<file path="src/rtl/vram_sync_ctrl_if.sv">
// Handshake bundle between the CPU/PPU/sync-writer side and vram_sync_ctrl.
// master drives the request/timing pulses; slave is the controller.
interface vram_sync_ctrl_if #(
    parameter int unsigned FCNT_W = 8
);
    logic              cpu_sync_req;
    logic              vblank_start;
    logic              writer_done;
    logic              swap;
    logic              sync;
    logic              cpu_sync_ack;
    logic              busy;
    logic              pending;
    logic              err;
    logic [FCNT_W-1:0] frame_cnt;

    modport master (
        output cpu_sync_req, vblank_start, writer_done,
        input  swap, sync, cpu_sync_ack, busy, pending, err, frame_cnt
    );

    modport slave (
        input  cpu_sync_req, vblank_start, writer_done,
        output swap, sync, cpu_sync_ack, busy, pending, err, frame_cnt
    );
endinterface

</file>
<file path="src/rtl/vram_sync_ctrl.sv">
// Frame-level VRAM bank-swap controller: latch CPU request, swap at vblank, run the
// writer copy, ack the CPU. Define VRAM_SYNC_TIMEOUT_EN to build the copy watchdog.
module vram_sync_ctrl #(
    parameter int unsigned TIMEOUT_CYCLES = 4096,
    parameter int unsigned FCNT_W         = 8
) (
    input  logic             clk,
    input  logic             rst,
    vram_sync_ctrl_if.slave  ctrl_io
);
    typedef enum logic [2:0] {StIdle, StArmed, StSwap, StSync, StWait, StAck} state_e;

    state_e            state_q;
    logic              second_q;
    logic              swap_q;
    logic              sync_q;
    logic              ack_q;
    logic              busy_q;
    logic              pending_q;
    logic              err_q;
    logic [FCNT_W-1:0] frame_cnt_q;

`ifdef VRAM_SYNC_TIMEOUT_EN
    localparam int unsigned CntW = $clog2(TIMEOUT_CYCLES + 1);
    localparam logic [CntW-1:0] CntLast = CntW'(TIMEOUT_CYCLES - 1);
    logic [CntW-1:0] wait_cnt_q;
`else
    logic unused_timeout;
    assign unused_timeout = ^TIMEOUT_CYCLES;
`endif

    always_ff @(posedge clk or posedge rst) begin
        if (rst) begin
            state_q     <= StIdle;
            second_q    <= 1'b0;
            swap_q      <= 1'b0;
            sync_q      <= 1'b0;
            ack_q       <= 1'b0;
            busy_q      <= 1'b0;
            pending_q   <= 1'b0;
            err_q       <= 1'b0;
            frame_cnt_q <= '0;
`ifdef VRAM_SYNC_TIMEOUT_EN
            wait_cnt_q  <= '0;
`endif
        end else begin
            swap_q <= 1'b0;
            sync_q <= 1'b0;
            ack_q  <= 1'b0;
            unique case (state_q)
                // A vblank coinciding with the request is deliberately not used.
                StIdle: begin
                    if (ctrl_io.cpu_sync_req) begin
                        state_q   <= StArmed;
                        pending_q <= 1'b1;
                    end
                end
                StArmed: begin
                    if (ctrl_io.vblank_start) begin
                        state_q   <= StSwap;
                        swap_q    <= 1'b1;
                        busy_q    <= 1'b1;
                        pending_q <= 1'b0;
                    end
                end
                StSwap: begin
                    state_q <= StSync;
                    sync_q  <= 1'b1;
                    if (ctrl_io.cpu_sync_req) second_q <= 1'b1;
                end
                StSync: begin
                    state_q <= StWait;
`ifdef VRAM_SYNC_TIMEOUT_EN
                    wait_cnt_q <= '0;
`endif
                    if (ctrl_io.cpu_sync_req) second_q <= 1'b1;
                end
                StWait: begin
                    if (ctrl_io.cpu_sync_req) second_q <= 1'b1;
                    if (ctrl_io.writer_done) begin
                        state_q     <= StAck;
                        ack_q       <= 1'b1;
                        frame_cnt_q <= frame_cnt_q + FCNT_W'(1);
                    end
`ifdef VRAM_SYNC_TIMEOUT_EN
                    else if (wait_cnt_q == CntLast) begin
                        // Abort drops any queued second request along with the copy.
                        state_q  <= StIdle;
                        busy_q   <= 1'b0;
                        err_q    <= 1'b1;
                        second_q <= 1'b0;
                    end else begin
                        wait_cnt_q <= wait_cnt_q + 1'b1;
                    end
`endif
                end
                StAck: begin
                    busy_q   <= 1'b0;
                    second_q <= 1'b0;
                    if (second_q || ctrl_io.cpu_sync_req) begin
                        state_q   <= StArmed;
                        pending_q <= 1'b1;
                    end else begin
                        state_q <= StIdle;
                    end
                end
                default: state_q <= StIdle;
            endcase
        end
    end

    assign ctrl_io.swap         = swap_q;
    assign ctrl_io.sync         = sync_q;
    assign ctrl_io.cpu_sync_ack = ack_q;
    assign ctrl_io.busy         = busy_q;
    assign ctrl_io.pending      = pending_q;
    assign ctrl_io.err          = err_q;
    assign ctrl_io.frame_cnt    = frame_cnt_q;
endmodule

</file>
<file path="src/flat_wrapper.sv">
// flat-port wrapper written by rule: the top's interface ports become plain ports
module vram_sync_ctrl_flat 
#(
    parameter int unsigned TIMEOUT_CYCLES = 4096,
    parameter int unsigned FCNT_W         = 8
)
  (clk, rst, ctrl_io_cpu_sync_req, ctrl_io_vblank_start, ctrl_io_writer_done, ctrl_io_swap, ctrl_io_sync, ctrl_io_cpu_sync_ack, ctrl_io_busy, ctrl_io_pending, ctrl_io_err, ctrl_io_frame_cnt);
  vram_sync_ctrl_if #(.FCNT_W(FCNT_W)) ctrl_io_i ();
  input  logic clk;
  input  logic rst;
  input wire logic [$bits(ctrl_io_i.cpu_sync_req)-1:0] ctrl_io_cpu_sync_req;
  input wire logic [$bits(ctrl_io_i.vblank_start)-1:0] ctrl_io_vblank_start;
  input wire logic [$bits(ctrl_io_i.writer_done)-1:0] ctrl_io_writer_done;
  output wire logic [$bits(ctrl_io_i.swap)-1:0] ctrl_io_swap;
  output wire logic [$bits(ctrl_io_i.sync)-1:0] ctrl_io_sync;
  output wire logic [$bits(ctrl_io_i.cpu_sync_ack)-1:0] ctrl_io_cpu_sync_ack;
  output wire logic [$bits(ctrl_io_i.busy)-1:0] ctrl_io_busy;
  output wire logic [$bits(ctrl_io_i.pending)-1:0] ctrl_io_pending;
  output wire logic [$bits(ctrl_io_i.err)-1:0] ctrl_io_err;
  output wire logic [$bits(ctrl_io_i.frame_cnt)-1:0] ctrl_io_frame_cnt;
  assign ctrl_io_i.cpu_sync_req = ctrl_io_cpu_sync_req;
  assign ctrl_io_i.vblank_start = ctrl_io_vblank_start;
  assign ctrl_io_i.writer_done = ctrl_io_writer_done;
  assign ctrl_io_swap = ctrl_io_i.swap;
  assign ctrl_io_sync = ctrl_io_i.sync;
  assign ctrl_io_cpu_sync_ack = ctrl_io_i.cpu_sync_ack;
  assign ctrl_io_busy = ctrl_io_i.busy;
  assign ctrl_io_pending = ctrl_io_i.pending;
  assign ctrl_io_err = ctrl_io_i.err;
  assign ctrl_io_frame_cnt = ctrl_io_i.frame_cnt;
  vram_sync_ctrl #(.TIMEOUT_CYCLES(TIMEOUT_CYCLES), .FCNT_W(FCNT_W)) u_core (.clk(clk), .rst(rst), .ctrl_io(ctrl_io_i));
endmodule
</file>
<file path="config.mk">
export PLATFORM = sky130hd
export DESIGN_NAME = vram_sync_ctrl_flat
export DESIGN_NICKNAME = d
export VERILOG_FILES = /design/src/rtl/vram_sync_ctrl_if.sv /design/src/rtl/vram_sync_ctrl.sv /design/src/flat_wrapper.sv
export SDC_FILE = /design/constraint.sdc
export NUM_CORES = 1
export LEC_CHECK = 0
export CAP_MARGIN = 20
export CORE_MARGIN = 2
export CORE_UTILIZATION = 39
export CTS_CLUSTER_SIZE = 28
export DETAILED_ROUTE_END_ITERATION = 8
export MAX_ROUTING_LAYER = met4
export PLACE_DENSITY = 0.73
export SKIP_LAST_GASP = 1
export SYNTH_ARGS = -nofsm -noshare
export SYNTH_HDL_FRONTEND = slang
export SYNTH_SLANG_ARGS = --single-unit
</file>
<file path="constraint.sdc">
create_clock -name clk -period 1.7 [get_ports clk]
set_clock_uncertainty 0.05 [all_clocks]
set_input_delay 0.34 -clock clk [delete_from_list [all_inputs] [get_ports clk]]
set_output_delay 0.34 -clock clk [all_outputs]
set_load 0.02 [all_outputs]
</file>
## After elaboration in Yosys (flattened, before gate mapping)

Cells that the tools add are included.

- Flip-flop bits (word level): 17
- Bits in read-only memories: 0
- Bits in writable memories: 0
- Output and inout port bits: 14
- Latch bits: 0
- Logic and storage cells: 47
- Memories: 0

- Add/subtract/negate cells: 1
- Order comparisons: 0
- Eq/ne operators: 10
- Multipliers: 0
- Bitwise operators: 0
- Reduce and logical (&&, ||, !) cells: 11
- Muxes and demuxes: 17
- Div/mod/pow operators: 0
- Shifts and indexed selects: 0

Operators by type and width:

| cell | count |
|---|---|
| case mux 3 bit (6 select lines) | 1 |
| two-way mux 1 bit | 10 |
| two-way mux 3 bit | 3 |
| adder 8 x 1 -> 8 bit (second input constant) | 1 |
| == test 3 x 2 -> 1 bit (second input constant) | 2 |
| == test 3 bit (second input constant) | 2 |
| != test 2 bit (second input constant) | 3 |
| AND reduction 2 bit | 3 |
| != test 2 x 1 -> 1 bit (second input constant) | 2 |
| case mux 1 bit (2 select lines) | 2 |
| AND reduction 4 bit | 1 |
| nonzero test 2 bit | 2 |
| == test 3 x 1 -> 1 bit (second input constant) | 1 |
| zero test 3 bit | 1 |
| case mux 1 bit (3 select lines) | 1 |
| AND reduction 3 bit | 1 |
| nonzero test 3 bit | 1 |
| OR reduction 3 bit | 1 |
| logical OR 1 bit | 1 |

## Depth between registers and ports, before layout

Gate-level depths: netlist of the first run.

- Word-level depth: 4
- Depth in mapped cells: 6

## Least setup slack after synthesis of the first run

OpenSTA, ideal clock, no wires.

- Path kind: register -> register
- Start: register u_core.state_q[0]
- End: register u_core.frame_cnt_q[7], in the netlist u_core.ctrl_io.frame_cnt[7]
- Data arrival time: 1.219 ns
- Clock period less this slack: 1.348 ns
- Path buffers: 2
- Cell stages (with the launch flop): 6
- Required time: 1.571 ns
- Setup slack: 0.352 ns
- Cell sequence: dfrtp_1 > buf_6 > nand4bb_1 > buf_6 > nor4_4 > xor2_1

- Word-level cells in the longest chain between the ends: 2

RTL lines:

| what | line | text |
|---|---|---|
| start: declaration | vram_sync_ctrl.sv:13 | `state_e state_q;` |
| start signal: assignment | vram_sync_ctrl.sv:34 | `state_q <= StIdle;` |
| start signal: assignment | vram_sync_ctrl.sv:54 | `state_q <= StArmed;` |
| start signal: assignment | vram_sync_ctrl.sv:60 | `state_q <= StSwap;` |
| == test 3 bit | vram_sync_ctrl.sv:50 | `unique case (state_q)` |
| AND reduction 2 bit (no source line) | -- |  |
| end signal: assignment | vram_sync_ctrl.sv:83 | `frame_cnt_q <= frame_cnt_q + FCNT_W'(1);` |
| end: declaration | vram_sync_ctrl.sv:21 | `logic [FCNT_W-1:0] frame_cnt_q;` |

No other way between the ends.
A chain may end at the register's enable or synchronous reset.

## Worst setup path in the final report of the first run

- Start: register u_core.busy_q, in the netlist u_core.ctrl_io.busy
- End: output ctrl_io_busy

RTL lines:

| what | line | text |
|---|---|---|
| start: declaration | vram_sync_ctrl.sv:18 | `logic busy_q;` |
| start signal: assignment | vram_sync_ctrl.sv:39 | `busy_q <= 1'b0;` |
| start signal: assignment | vram_sync_ctrl.sv:62 | `busy_q <= 1'b1;` |
| start signal: assignment | vram_sync_ctrl.sv:98 | `busy_q <= 1'b0;` |
| end: declaration | flat_wrapper.sv:17 | `output wire logic [$bits(ctrl_io_i.busy)-1:0] ctrl_io_busy;` |

No word-level cell between the ends.

==> run summary, run 1 <==
Once placement completed, the tool counted placed cells totaling 118. The flow ran to the end, and the final reports show no timing, DRC or antenna violations. TritonCTS built the clock tree. The instance area after placement is 988 um2.

The number of failing hold endpoints at the final stage is 0. The number of placed I/O pins came out at 19. The share of post-route cells with drive strength above 1 is 10.5%. The total CTS buffers is 3. Setup repair after global routing left no endpoint under its margin. The die footprint came out at 2390 um2. Post-CTS timing repair inserted 0 buffers for setup. The leakage component of the power came out at 0.538 nW. In this run the worst hold path is classified as input port to asynchronous set/reset pin. The max-cap violation count is 0. In the synthesized netlist the dominant register cell turns out to be dfrtp_1. Timing would allow up to 610 MHz. In this run the remaining antenna-violating nets after routing total 0. Walking the worst path, the cells encountered are clkdlybuf4s50_1. The share of power burned in registers is 46.4%.

The worst path needs 1640 ps of the cycle, external delays included. The number of global-route vias before repair came out at 568. The share of total power consumed by net switching came out at 37.7%. The fraction of the yosys area taken by sequential cells is 54.2%. The floorplan has 16 rows.

The clock slew at the register clock pins of the worst setup and hold paths came out at 100 ps. The number of buffers inserted by port buffering came out at 17. The combinational group share of total power came out at 38.3%. In the routed design, unresolved DRC markers number 0. STA classifies the critical path endpoint as an output pin. The worst-path maximum fanout is 2. The sum of routed wire length over all layers is 1.38 mm. The maximum ir drop on the vdd rail came out at 752 uV. Internal power comes to 0.000854 W.

The post-synthesis register bit count came out at 17. The final design utilization is 52.7%. The buffer levels on the longest clock path is 2. At the end of routability-driven placement, the weighted congestion stood at 0.763. The critical path start-end classification is flop to output pin. The floorplan step set the die height to 48.9 um. Dividing the final minimum period by the clock period gives 96.5%. The maximum number of pins on one net before global-route repair came out at 18. The number of pins with negative max-slew slack in the final report is 0. On the critical path the largest part of the delay comes from buffers and inverters. At the worst endpoint, the required time is 1310 ps.

The worst endpoint data arrival time is 1250 ps. The fraction of power consumed by the clock network came out at 15.4%. The number of sinks handled by clock tree synthesis is 17. The worst setup path is launched from a flop.

The proportion of register bits with asynchronous set or reset after synthesis came out at 100%. The average vias per placed instance came out at 4.66. The number of cells produced by synthesis came out at 74. The number of design-rule violations left by the first detailed-router iteration is 6. The count of warnings emitted by yosys came out at 1. The final number of setup-violating endpoints came out at 0.

The post-DP HPWL is 1.08 mm. The initial antenna violation count came to 0. The number of buffers added to fix hold violations after cts is 0.

Dividing the detail-routed wire length by the instance count gives 11.3 um. The synthesized netlist occupies a cell area of 785 um2. In this run the power spent charging and discharging nets is 0.000517 W. The total number of vias came out at 569. The number of antenna diodes in the final layout is 0. The number of optimization iterations in the first detailed-route pass came out at 4. The first global-routing pass estimated 2.48 mm of wire.

The number of nets in the finished design came out at 102. The H-tree depth reported by CTS is 1. In this run the power density over the cells is 1350 nW/um2. CTS placed an instance of clkbuf_4 at the clock tree root.

For this run, the number of standard cells in the final layout without fillers is 122. The biggest cell delay along the critical path came out at 610 ps. From left edge to right edge, the die measures 48.9 um. Counting both buffers and inverters, the worst setup path holds a total of 1.

The clock reaches the later pin of the worst-skew pair after 280 ps. The cell with the largest stage delay on the worst path is clkdlybuf4s50_1. The number of enable flip-flop cells after synthesis came out at 0.

The total global routing overflow is 0. The number of nets in the synthesized netlist is 80. The aggregate global-route resource usage is 13.8%. The average cell area after synthesis came out at 10.6 um2.

The layout-stage area growth over the synthesis result came out at 29.0%. The final instance area came out at 1010 um2. The number of different library cells used by synthesis comes to 26. For this configuration, the core starts out at a cell density of 40.8%. The placeable core region is 1920 um2.
routing by layer:
metal | global-route usage [%] | part of all wire, % | up-vias
met4 | 4.29 | 0 | 0
met5 | - | 0 | -
met2 | 24.9 | 52 | 15
met1 | 15.1 | 43 | 266
li1 | - | - | 288
met3 | 3.07 | 4.9 | 0
power groups by stage:
stage          Combinational (W)  Sequential, W  Clock, W
2_1_floorplan           0.000333       0.000667         0
3_3_place_gp            0.000536       0.000639         0
3_5_place_dp            0.000553       0.000645         0
4_1_cts                 0.000536       0.000637  0.000224
5_1_grt                 0.000585       0.000655  0.000248
6_report                0.000525       0.000636  0.000211
cells in the mapped netlist, drive strengths merged (2+ instances only):
| master | count | share of area (%) |
|---|---|---|
| a21oi | 4 | 2.6 |
| buf | 3 | 3.8 |
| clkbuf | 2 | 0.96 |
| dfrtp | 17 | 54 |
| inv | 3 | 1.4 |
| nand2 | 9 | 4.3 |
| nand2b | 2 | 1.6 |
| nand3 | 2 | 1.3 |
| nor2 | 5 | 2.4 |
| nor3 | 3 | 1.9 |
| o21ai | 4 | 2.6 |
| o22a | 2 | 2.2 |
| xnor2 | 3 | 3.3 |
| xor2 | 4 | 4.5 |
timing repair:
item                                    in CTS  in global routing
endpoints found under the setup margin       7                  2
gates cloned                                 0                  0
resized for setup                            7                  2
layout make-up:
| type | count | area (um2) |
|---|---|---|
| Fill cell | 210 | 910 |
| Inverter | 3 | 11.3 |
| Clock inverter | 1 | 5.00 |
| Clock buffer | 3 | 22.5 |
| Sequential cell | 17 | 425 |
| Multi-Input combinational cell | 49 | 310 |
| Timing Repair Buffer | 22 | 204 |
| Tap cell | 27 | 33.8 |
path summary, 6_finish.rpt:
| kind | from | to | slack, ps | cells past startpoint |
|---|---|---|---|---|
| min in group clk | u_core.ctrl_io.frame_cnt[7] | u_core.ctrl_io.frame_cnt[7] | 420 | 1 |
| worst min register to register | u_core.ctrl_io.frame_cnt[7] | u_core.ctrl_io.frame_cnt[7] | 420 | 1 |
| worst min-delay path | rst | u_core.ctrl_io.frame_cnt[7] | 300 | 3 |
| max in group asynchronous | rst | u_core.state_q[2] | 1120 | 3 |
| worst max-delay path | u_core.ctrl_io.busy | ctrl_io_busy | 60 | 1 |
| worst max register to register | u_core.state_q[1] | u_core.ctrl_io.frame_cnt[7] | 240 | 4 |
per-stage QoR:
step | TNS [ps] | setup slack [ps] | hold slack, ps | total power, W
global placement | 0 | 32.0 | 410 | 0.00117
floorplan | 0 | 352 | 216 | 0.00100
global route | 0 | 2.93 | 354 | 0.00149
CTS | 0 | 22.2 | 296 | 0.00140
finish | 0 | 59.4 | 297 | 0.00137
detailed placement | -21.1 | -21.1 | 411 | 0.00120
cell families (layout without fill, tap and decap cells):
group | count (synthesis) | in the layout | share of synthesized area (%)
adders and majority gates | 1 | 1 | 1.59
and+or+nand+nor | 26 | 26 | 18.2
xor gates and xnor gates | 7 | 7 | 7.82
other | 1 | 1 | 0.478
AOI/OAI and AO/OA | 14 | 14 | 11.5
buffers and inverters | 8 | 29 | 6.22
DFF | 17 | 17 | 54.2
cell usage in the layout (no fill, tap or decap), drive strengths merged, types with 4 or more instances in the layout:
cell type / Yosys / layout
clkdlybuf4s50: 0 / 8
buf: 3 / 5
dlygate4sd2: 0 / 7
nand2: 9 / 9
dfrtp: 17 / 17
xor2: 4 / 4
nor2: 5 / 5
o21ai: 4 / 4
a21oi: 4 / 4
registers in the layout (all words and copies together) (netlist names):
name,flops
u_core.ctrl_io.frame_cnt,8
u_core.state_q,3
u_core.ctrl_io.busy,1
u_core.ctrl_io.cpu_sync_ack,1
u_core.ctrl_io.pending,1
u_core.ctrl_io.swap,1
u_core.ctrl_io.sync,1
u_core.second_q,1
No activity file was read; power rests on OpenSTA's default activity.
==> run 2: changes to the inputs <==
Settings changed: PLACE_DENSITY 0.73 to 0.64.
==> run summary, run 2 (same netlist as run 1, synthesis figures left out) <==
The highest clock frequency the design can meet is 620 MHz (+1.8%). The number of post-CTS setup repair buffers came out at 0 (unchanged). The number of design-rule violations left by the first detailed-router iteration was 7 (+1). The number of pins with negative max-slew slack in the final report is 0 (unchanged). The clock slew at the register clock pins of the worst setup and hold paths is 110 ps (about the same). The worst register-to-register path ends at u_core.ctrl_io.frame_cnt[7]. The buffer and inverter count on the worst path came to 1 (unchanged). The initial antenna violation count came to 0 (unchanged). The multi-input logic area is 310 um2 (unchanged). The number of global-route vias before repair is 542 (-4.6%). The fraction of power consumed by the clock network is 15.7% (+0.3 points). The most critical setup path has its endpoint at ctrl_io_swap. The share of post-route cells with drive strength above 1 is 11.5% (+0.93 points). The required arrival time at the worst endpoint came out at 1310 ps (about the same). The minimum clock period after layout is 1610 ps (-28.3 ps).

The share of the cycle needed by the critical path after routing came to 94.8% (-1.7 points). The maximum ir drop on the vdd rail was 818 uV (+8.8%). The share of total power consumed by net switching came out at 38.3% (+0.56 points).

The number of failing hold endpoints at the final stage came out at 0 (unchanged). The number of nets in the finished design came to 103 (+0.98%). The beginning of the critical path is u_core.ctrl_io.swap. The number of buffers added to fix hold violations after cts came out at 0 (unchanged). The post-DP HPWL is 1.06 mm (-1.9%). The aggregate global-route resource usage is 13.8% (+0.040 points). The final sum of negative setup slack came out at 0 ps (unchanged).

The number of buffers inserted by port buffering is 17 (unchanged). The number of optimization iterations in the first detailed-route pass is 4 (unchanged). The startpoint type of the worst setup path is a flop. The power density of the placed cells is 1350 nW/um2 (-0.11%). The maximum number of pins on one net before global-route repair came out at 18 (unchanged). The critical path goes through clkdlybuf4s50_1. The path class of the tightest hold or removal check is input port to asynchronous set/reset pin. The max-cap violation count was 0 (unchanged). The leakage component of the power was 0.547 nW (+1.7%). The placeable core region came to 1920 um2 (unchanged). The internal power is 0.000854 W (about the same). The worst setup path is captured at an output pin.

The buffer levels on the longest clock path is 2 (unchanged). The number of instances in the placed design was 119 (+0.85%). The number of sinks handled by clock tree synthesis was 17 (unchanged). In this run the critical register-to-register path is launched from u_core.state_q[1]. The average wire per cell in the routed design was 11.5 um (+1.9%).

The combinational group share of total power is 37.4% (-0.9 points). The critical path start-end classification is flop to output pin. The cell with the largest stage delay on the worst path is clkdlybuf4s50_1. The count of non-filler cells in the finished layout is 123 (+0.82%).

The minimum setup slack among reg-to-reg paths is 220 ps (-20 ps). The average vias per placed instance is 4.77 (+2.3%). The worst endpoint data arrival time came to 1220 ps (-30 ps). The number of placed I/O pins is 19 (unchanged). The total CTS buffers is 3 (unchanged). The tree is rooted in a clkbuf_4. Leaving out fill and tap cells, the most frequent cells in the layout are dfrtp_1 (17), nand2_1 (9), clkdlybuf4s50_1 (7), dlygate4sd2_1 (7), buf_4 (6). The cell family contributing the most delay on the critical path is buffers and inverters. The net switching power figure came out at 0.000529 W (+2.4%). The sequential cell area in the final layout came out at 425 um2 (unchanged).

The total global routing overflow is 0 (unchanged). The starting density of the core is 40.8% (unchanged). The die footprint is 2390 um2 (unchanged).

The biggest cell delay along the critical path is 600 ps (about the same). The number of antenna diodes came out at 0 (unchanged). The H-tree depth reported by CTS is 1 (unchanged). The total number of vias is 587 (+3.2%). The die outline width is 48.9 um (unchanged). Leaving out fill and tap cells, the most frequent cell in the layout is dfrtp_1. The global-route wire length before repair came out at 2.44 mm (-2.0%). The overall die height is 48.9 um (unchanged). The logic depth of the worst register-to-register path is 4 (unchanged).

The flip-flop count of the largest register after layout came out at 8 (unchanged). The clock tree from TritonCTS is yes. The worst-skew pair later-pin latency came out at 290 ps (about the same). The residual antenna-violating net count after detailed routing came to 0 (unchanged). The final number of setup-violating endpoints came out at 0 (unchanged). The number of standard-cell rows in the floorplan came to 16 (unchanged). The layout-stage area growth over the synthesis result came out at 30.3%. The share of power burned in registers was 46.9% (+0.5 points).

The fill cell instance count of the final layout was 198 (-5.7%). The sum of routed wire length over all layers came out at 1.41 mm (+2.8%). The logic depth of the worst path, buffers included came out at 1 (unchanged). The number of design rule violations left after detail routing came to 0 (unchanged).

The final RePlAce weighted congestion was 0.785 (+2.9%). The run finished with clean final reports. Setup repair after global routing left no endpoint under its margin. The worst-path maximum fanout was 1 (-1).
[run 2: layout make-up]
| cell class | instances | area share, % |
|---|---|---|
| timing repair buffer | 23 | 20.9 |
| clock buffer | 3 | 2.20 |
| clock inverter | 1 | 0.490 |
| multi-input combinational | 49 | 30.4 |
| inverter | 3 | 1.10 |
| sequential | 17 | 41.6 |
| tap | 27 | 3.30 |
[run 2: stage by stage]
| step | setup WS [ps] | instance area [um2] | utilization (%) | total power [W] | hold WS [ps] |
|---|---|---|---|---|---|
| floorplan | 352 | 785 | - | 0.00100 | 216 |
| global placement | 13.8 | 996 | 51.8 | 0.00118 | 409 |
| detailed placement | 6.50 | 996 | 51.8 | 0.00120 | 419 |
| CTS | 23.6 | 1010 | 52.8 | 0.00140 | 298 |
| global route | 24.9 | 1020 | 53.2 | 0.00149 | 316 |
| finish | 87.7 | 1020 | 53.2 | 0.00138 | 291 |
[run 2: worst min path at each step]
stage | from | endpoint | slack (ps) | cells after the start
floorplan | rst | u_core.ctrl_io.busy | 220 | 1
global placement | u_core.ctrl_io.frame_cnt[7] | u_core.ctrl_io.frame_cnt[7] | 410 | 1
detailed placement | u_core.ctrl_io.frame_cnt[7] | u_core.ctrl_io.frame_cnt[7] | 420 | 1
CTS | rst | u_core.ctrl_io.frame_cnt[7] | 300 | 3
global route | rst | u_core.ctrl_io.frame_cnt[5] | 320 | 3
finish | rst | u_core.ctrl_io.frame_cnt[7] | 290 | 3
[run 2: power groups by stage]
stage          logic, W  registers (W)  clock network, W
2_1_floorplan  0.000333       0.000667                 0
3_3_place_gp   0.000531       0.000651                 0
3_5_place_dp   0.000551       0.000653                 0
4_1_cts        0.000531       0.000647          0.000227
5_1_grt        0.000574       0.000667          0.000250
6_report       0.000517       0.000649          0.000218
[run 2: layer usage]
layer	global-route usage [%]	share of wire, %	wire length (um)
met2	23.1	50	709
met1	16.2	45	632
met5	-	0	0
met4	5.71	0	0
met3	3.07	5.0	71
[run 2: what timing repair did]
item,in CTS,in global routing
resized for setup,7,3
setup endpoints to repair,7,3
cloned,0,0
hold endpoints to repair,0,0
==> run 3: changes to the inputs <==
Settings changed: HOLD_SLACK_MARGIN set to 0.15, SKIP_LAST_GASP 1 to unset.
==> results of run 3 <==
Final layout, timing and power as in run 2 (identical DEF).
==> variant 1 (config.mk and constraints of run 2) <==
`FCNT_W` is set to 8 in 3 places; all go to 12.
--- a/src/rtl/vram_sync_ctrl_if.sv
+++ b/src/rtl/vram_sync_ctrl_if.sv
@@ -1,7 +1,7 @@
 // Handshake bundle between the CPU/PPU/sync-writer side and vram_sync_ctrl.
 // master drives the request/timing pulses; slave is the controller.
 interface vram_sync_ctrl_if #(
-    parameter int unsigned FCNT_W = 8
+    parameter int unsigned FCNT_W = 12
 );
     logic              cpu_sync_req;
     logic              vblank_start;
--- a/src/rtl/vram_sync_ctrl.sv
+++ b/src/rtl/vram_sync_ctrl.sv
@@ -2,7 +2,7 @@
 // writer copy, ack the CPU. Define VRAM_SYNC_TIMEOUT_EN to build the copy watchdog.
 module vram_sync_ctrl #(
     parameter int unsigned TIMEOUT_CYCLES = 4096,
-    parameter int unsigned FCNT_W         = 8
+    parameter int unsigned FCNT_W         = 12
 ) (
     input  logic             clk,
     input  logic             rst,
--- a/src/flat_wrapper.sv
+++ b/src/flat_wrapper.sv
@@ -2,7 +2,7 @@
 module vram_sync_ctrl_flat 
 #(
     parameter int unsigned TIMEOUT_CYCLES = 4096,
-    parameter int unsigned FCNT_W         = 8
+    parameter int unsigned FCNT_W         = 12
 )
   (clk, rst, ctrl_io_cpu_sync_req, ctrl_io_vblank_start, ctrl_io_writer_done, ctrl_io_swap, ctrl_io_sync, ctrl_io_cpu_sync_ack, ctrl_io_busy, ctrl_io_pending, ctrl_io_err, ctrl_io_frame_cnt);
   vram_sync_ctrl_if #(.FCNT_W(FCNT_W)) ctrl_io_i ();
Ports: changed (resized ctrl_io_frame_cnt); port bits go from 19 to 23. No check against the original RTL was run, so the function may have changed too.
==> variant 1 against run 2 <==
Via count up 29%. Synthesized cell count up 28%. Total power up 20%. Design area up 32%. Sequential cell count up 4. First-iteration DRC count down 14%. Worst setup slack worse by 0.033 ns. Routed wire length up 28%. Critical endpoint is now ctrl_io_frame_cnt[4]. Clock power up 9.2%. Area after synthesis up 34%.
==> variant 1: results <==
export IMPL_outcome="finished clean"
export IMPL_utilization=0.5357
export IMPL_hold_ws_ns=0.3100
export IMPL_final_cells=153
export IMPL_grt_pass1_vias=784
export IMPL_grt_max_degree=22
export IMPL_place_inst=149
export IMPL_wl_per_cell_um=11.84
export IMPL_p_leak_uw=0.0007113
export IMPL_num_antenna_cells=0
export IMPL_yosysSeqAreaShare=0.4988
export IMPL_root_buffer="clkbuf_4"
export IMPL_vias=759
export IMPL_yosysUniqueCellTypes=31
export IMPL_syn_nets=101
export IMPL_critPathMaxFanout=2
export IMPL_track_usage=0.1343
export IMPL_hpwl_mm=1.382
export IMPL_place_ws_ns=-0.09297
export IMPL_drt_iter0_drc=6
export IMPL_place_gp_congestion=0.6826
export IMPL_largest_reg_flops=12
export IMPL_synth_common_cells="dfrtp_1, nand2_1, xor2_1"
export IMPL_rrSetupSlack_ns=0.30
export IMPL_fillers=245
export IMPL_clk_latency_ns=0.30
export IMPL_grt_pass1_wl_mm=3.249
export IMPL_nNetsFinal=130
export IMPL_dr_pass1_iters=3
export IMPL_min_period_over_period=0.9680
export IMPL_place_area_um2=1329
export IMPL_port_buffer_count=21
export IMPL_ir_drop_mv=0.8232
export IMPL_synth_area_top_cells="dfrtp_1, nor4_4, xor2_1"
export IMPL_syn_avg_cell_area_um2=11.09
-- variant 1: layout make-up --
cell class | instances | area share
sequential | 21 | 0.3889
multi-input combinational | 64 | 0.3528
timing repair buffer | 29 | 0.1963
tap | 30 | 0.02778
clock buffer | 3 | 0.01667
inverter | 5 | 0.01389
clock inverter | 1 | 0.003704
-- variant 1: layer usage --
metal | track usage | part of all wire
met5 | - | 0
met4 | 0.05102 | 0.0088
met3 | 0.02326 | 0.044
met2 | 0.2504 | 0.53
met1 | 0.1388 | 0.42
-- variant 1: timing repair --
action	CTS	global route
setup endpoints to repair	10	3
pin swaps	0	0
resized for setup	10	3
-- variant 1: cell families (layout without fill, tap and decap cells) --
kind of cell,count (synthesis),count (layout),share of synthesized area
AO/OA/AOI/OAI,14,14,0.08671
XOR/XNOR,11,11,0.09145
adder cells (fa/ha/maj),1,1,0.01187
buffers and inverters,10,38,0.04869
flip-flops,21,21,0.4988
other,1,1,0.003560
AND/OR/NAND/NOR,37,37,0.2589
-- variant 1: worst paths after layout --
path,startpoint,end,cells past startpoint
worst max-delay path,u_core.ctrl_io.frame_cnt[4],ctrl_io_frame_cnt[4],1
max in group asynchronous,rst,u_core.ctrl_io.frame_cnt[6],3
worst min register to register,u_core.ctrl_io.frame_cnt[11],u_core.ctrl_io.frame_cnt[11],1
worst min-delay path,rst,u_core.state_q[0],3
min in group clk,u_core.ctrl_io.frame_cnt[11],u_core.ctrl_io.frame_cnt[11],1
worst max register to register,u_core.state_q[0],u_core.ctrl_io.frame_cnt[11],3
-- variant 1: report_power, final --
part           leakage, µW  switching (µW)  internal, µW
Combinational     0.000425             385           333
Sequential        0.000269            88.6           617
Clock            0.0000177             150          87.5
==> variant 2 (config.mk and constraints of run 2) <==
Without the edit above. Reset style: synchronous (`rst`), changed in one clocked block.
--- a/src/rtl/vram_sync_ctrl.sv
+++ b/src/rtl/vram_sync_ctrl.sv
@@ -29,7 +29,7 @@
     assign unused_timeout = ^TIMEOUT_CYCLES;
 `endif
 
-    always_ff @(posedge clk or posedge rst) begin
+    always_ff @(posedge clk) begin
         if (rst) begin
             state_q     <= StIdle;
             second_q    <= 1'b0;
Behaviour: differs if rst is asserted again (counterexample within 4 cycles, from zero or initial values and one cycle with rst high); with rst held inactive, the same outputs for 10 cycles.
==> variant 2 against run 2 <==
Sequential cell count did not move. Worst setup slack got worse by 0.018 ns. Highest routed layer is now met4. Largest cell class is now multi-input gates. Count of clock-buffer cells in the layout rose by 1. Critical path type unchanged. Design area rose by 1.3%. Routed wire length rose by 10%. Critical path depth did not move. Non-clock buffer count rose by 2. Utilization rose by 0.16 points. Area after synthesis rose by 0.32%. Critical endpoint is now ctrl_io_pending. Cell count rose by 8.9%.
Power is not compared: it rests on default switching activity, and its combinational part moved more than twofold at a synthesized area within 25%.
==> variant 2: results <==
export IMPL_p_leak_uw=0.0004414
export IMPL_yosysSeqAreaShare=0.4324
export IMPL_place_area_um2=1008
export IMPL_syn_avg_cell_area_um2=9.369
export IMPL_layout_drive_gt1_share=0.1402
export IMPL_grt_max_degree=12
export IMPL_routed_wirelength_mm=1.559
export IMPL_track_usage=0.1508
export IMPL_synth_common_cells="dfxtp_1, a21oi_1"
export IMPL_vias=686
export IMPL_syn_nets=90
export IMPL_fillers=207
export IMPL_synth_area_top_cells="dfxtp_1, a21oi_1, nand4bb_4"
export IMPL_synth_compound_area_frac=0.2019
export IMPL_grt_pass1_wl_mm=2.691
export IMPL_synthMuxAreaShare=0.02544
export IMPL_outcome="finished clean"
export IMPL_root_buffer="clkbuf_4"
export IMPL_hp_class="flop to flop"
export IMPL_dr_max_layer_used="met4"
export IMPL_grt_pass1_vias=601
export IMPL_synthFlopType="dfxtp_1"
export IMPL_wl_per_cell_um=11.63
export IMPL_clk_path_buf_depth=2
export IMPL_met1_length_um=810
export IMPL_hpwl_mm=1.148
export IMPL_critPathMaxFanout=2
export IMPL_yosysUniqueCellTypes=33
export IMPL_nNetsFinal=114
export IMPL_synth_xor_area_share=0.01113
export IMPL_place_ws_ns=-0.1382
export IMPL_cts_setup_buffers=0
export IMPL_cp_data_arrival_time_ns=1.24
export IMPL_cts_clk_slew_worst_paths_ns=0.09
export IMPL_yosysWarnings=0
export IMPL_route_met3_wl_um=63
export IMPL_wl_met2_um=662
export IMPL_drt_iter0_drc=20
export IMPL_async_reset_ff_frac=0
export IMPL_place_gp_congestion=0.8195
export IMPL_synth_fa_ha_area_frac=0.01590
-- variant 2: cell count changes in the layout (fill, tap and decap cells not counted), sizes merged, moves of 3 or more --
cell / run 2 / this run
xor2: 4 / 1
dfrtp: 17 / 0
a21oi: 4 / 7
dfxtp: 0 / 17
or3: 0 / 4
a211oi: 0 / 3
xnor2: 3 / 0
nand2: 9 / 4
-- variant 2: worst paths after layout --
check | start | end | slack (ns) | depth (start not counted)
hold / removal | u_core.ctrl_io.frame_cnt[6] | u_core.ctrl_io.frame_cnt[6] | 0.45 | 2
setup / recovery | u_core.ctrl_io.pending | ctrl_io_pending | 0.07 | 1
hold reg to reg | u_core.ctrl_io.frame_cnt[6] | u_core.ctrl_io.frame_cnt[6] | 0.45 | 2
setup reg to reg | u_core.state_q[2] | u_core.ctrl_io.frame_cnt[6] | 0.16 | 3
-- variant 2: layout make-up --
class | count | area, µm² | share of cell area
well taps | 27 | 33.78 | 0.03261
inverters | 4 | 15.01 | 0.01449
repair buffers | 25 | 231.5 | 0.2234
clock buffers | 4 | 26.28 | 0.02536
flip-flops and latches | 17 | 340.3 | 0.3285
multi-input cells | 57 | 389.1 | 0.3756
-- variant 2: power by group through the flow --
stage / Sequential [µW] / Combinational, µW / Clock, µW
6_report: 421 / 99.7 / 212
5_1_grt: 422 / 109 / 237
4_1_cts: 420 / 100 / 219
3_5_place_dp: 430 / 99.9 / 0
3_3_place_gp: 429 / 98.8 / 0
2_1_floorplan: 436 / 55.8 / 0
-- variant 2: repair_timing --
| item | CTS | global route |
|---|---|---|
| gates resized for setup | 5 | 3 |
| hold buffers | 0 | 0 |
| endpoints found under the setup margin | 5 | 3 |
-- variant 2: routing by layer --
metal  up-vias  global-route usage
li1        355                   -
met4         0             0.07143
met3         2             0.04294
met5         -                   -
met1       315              0.1962
met2        14              0.2146
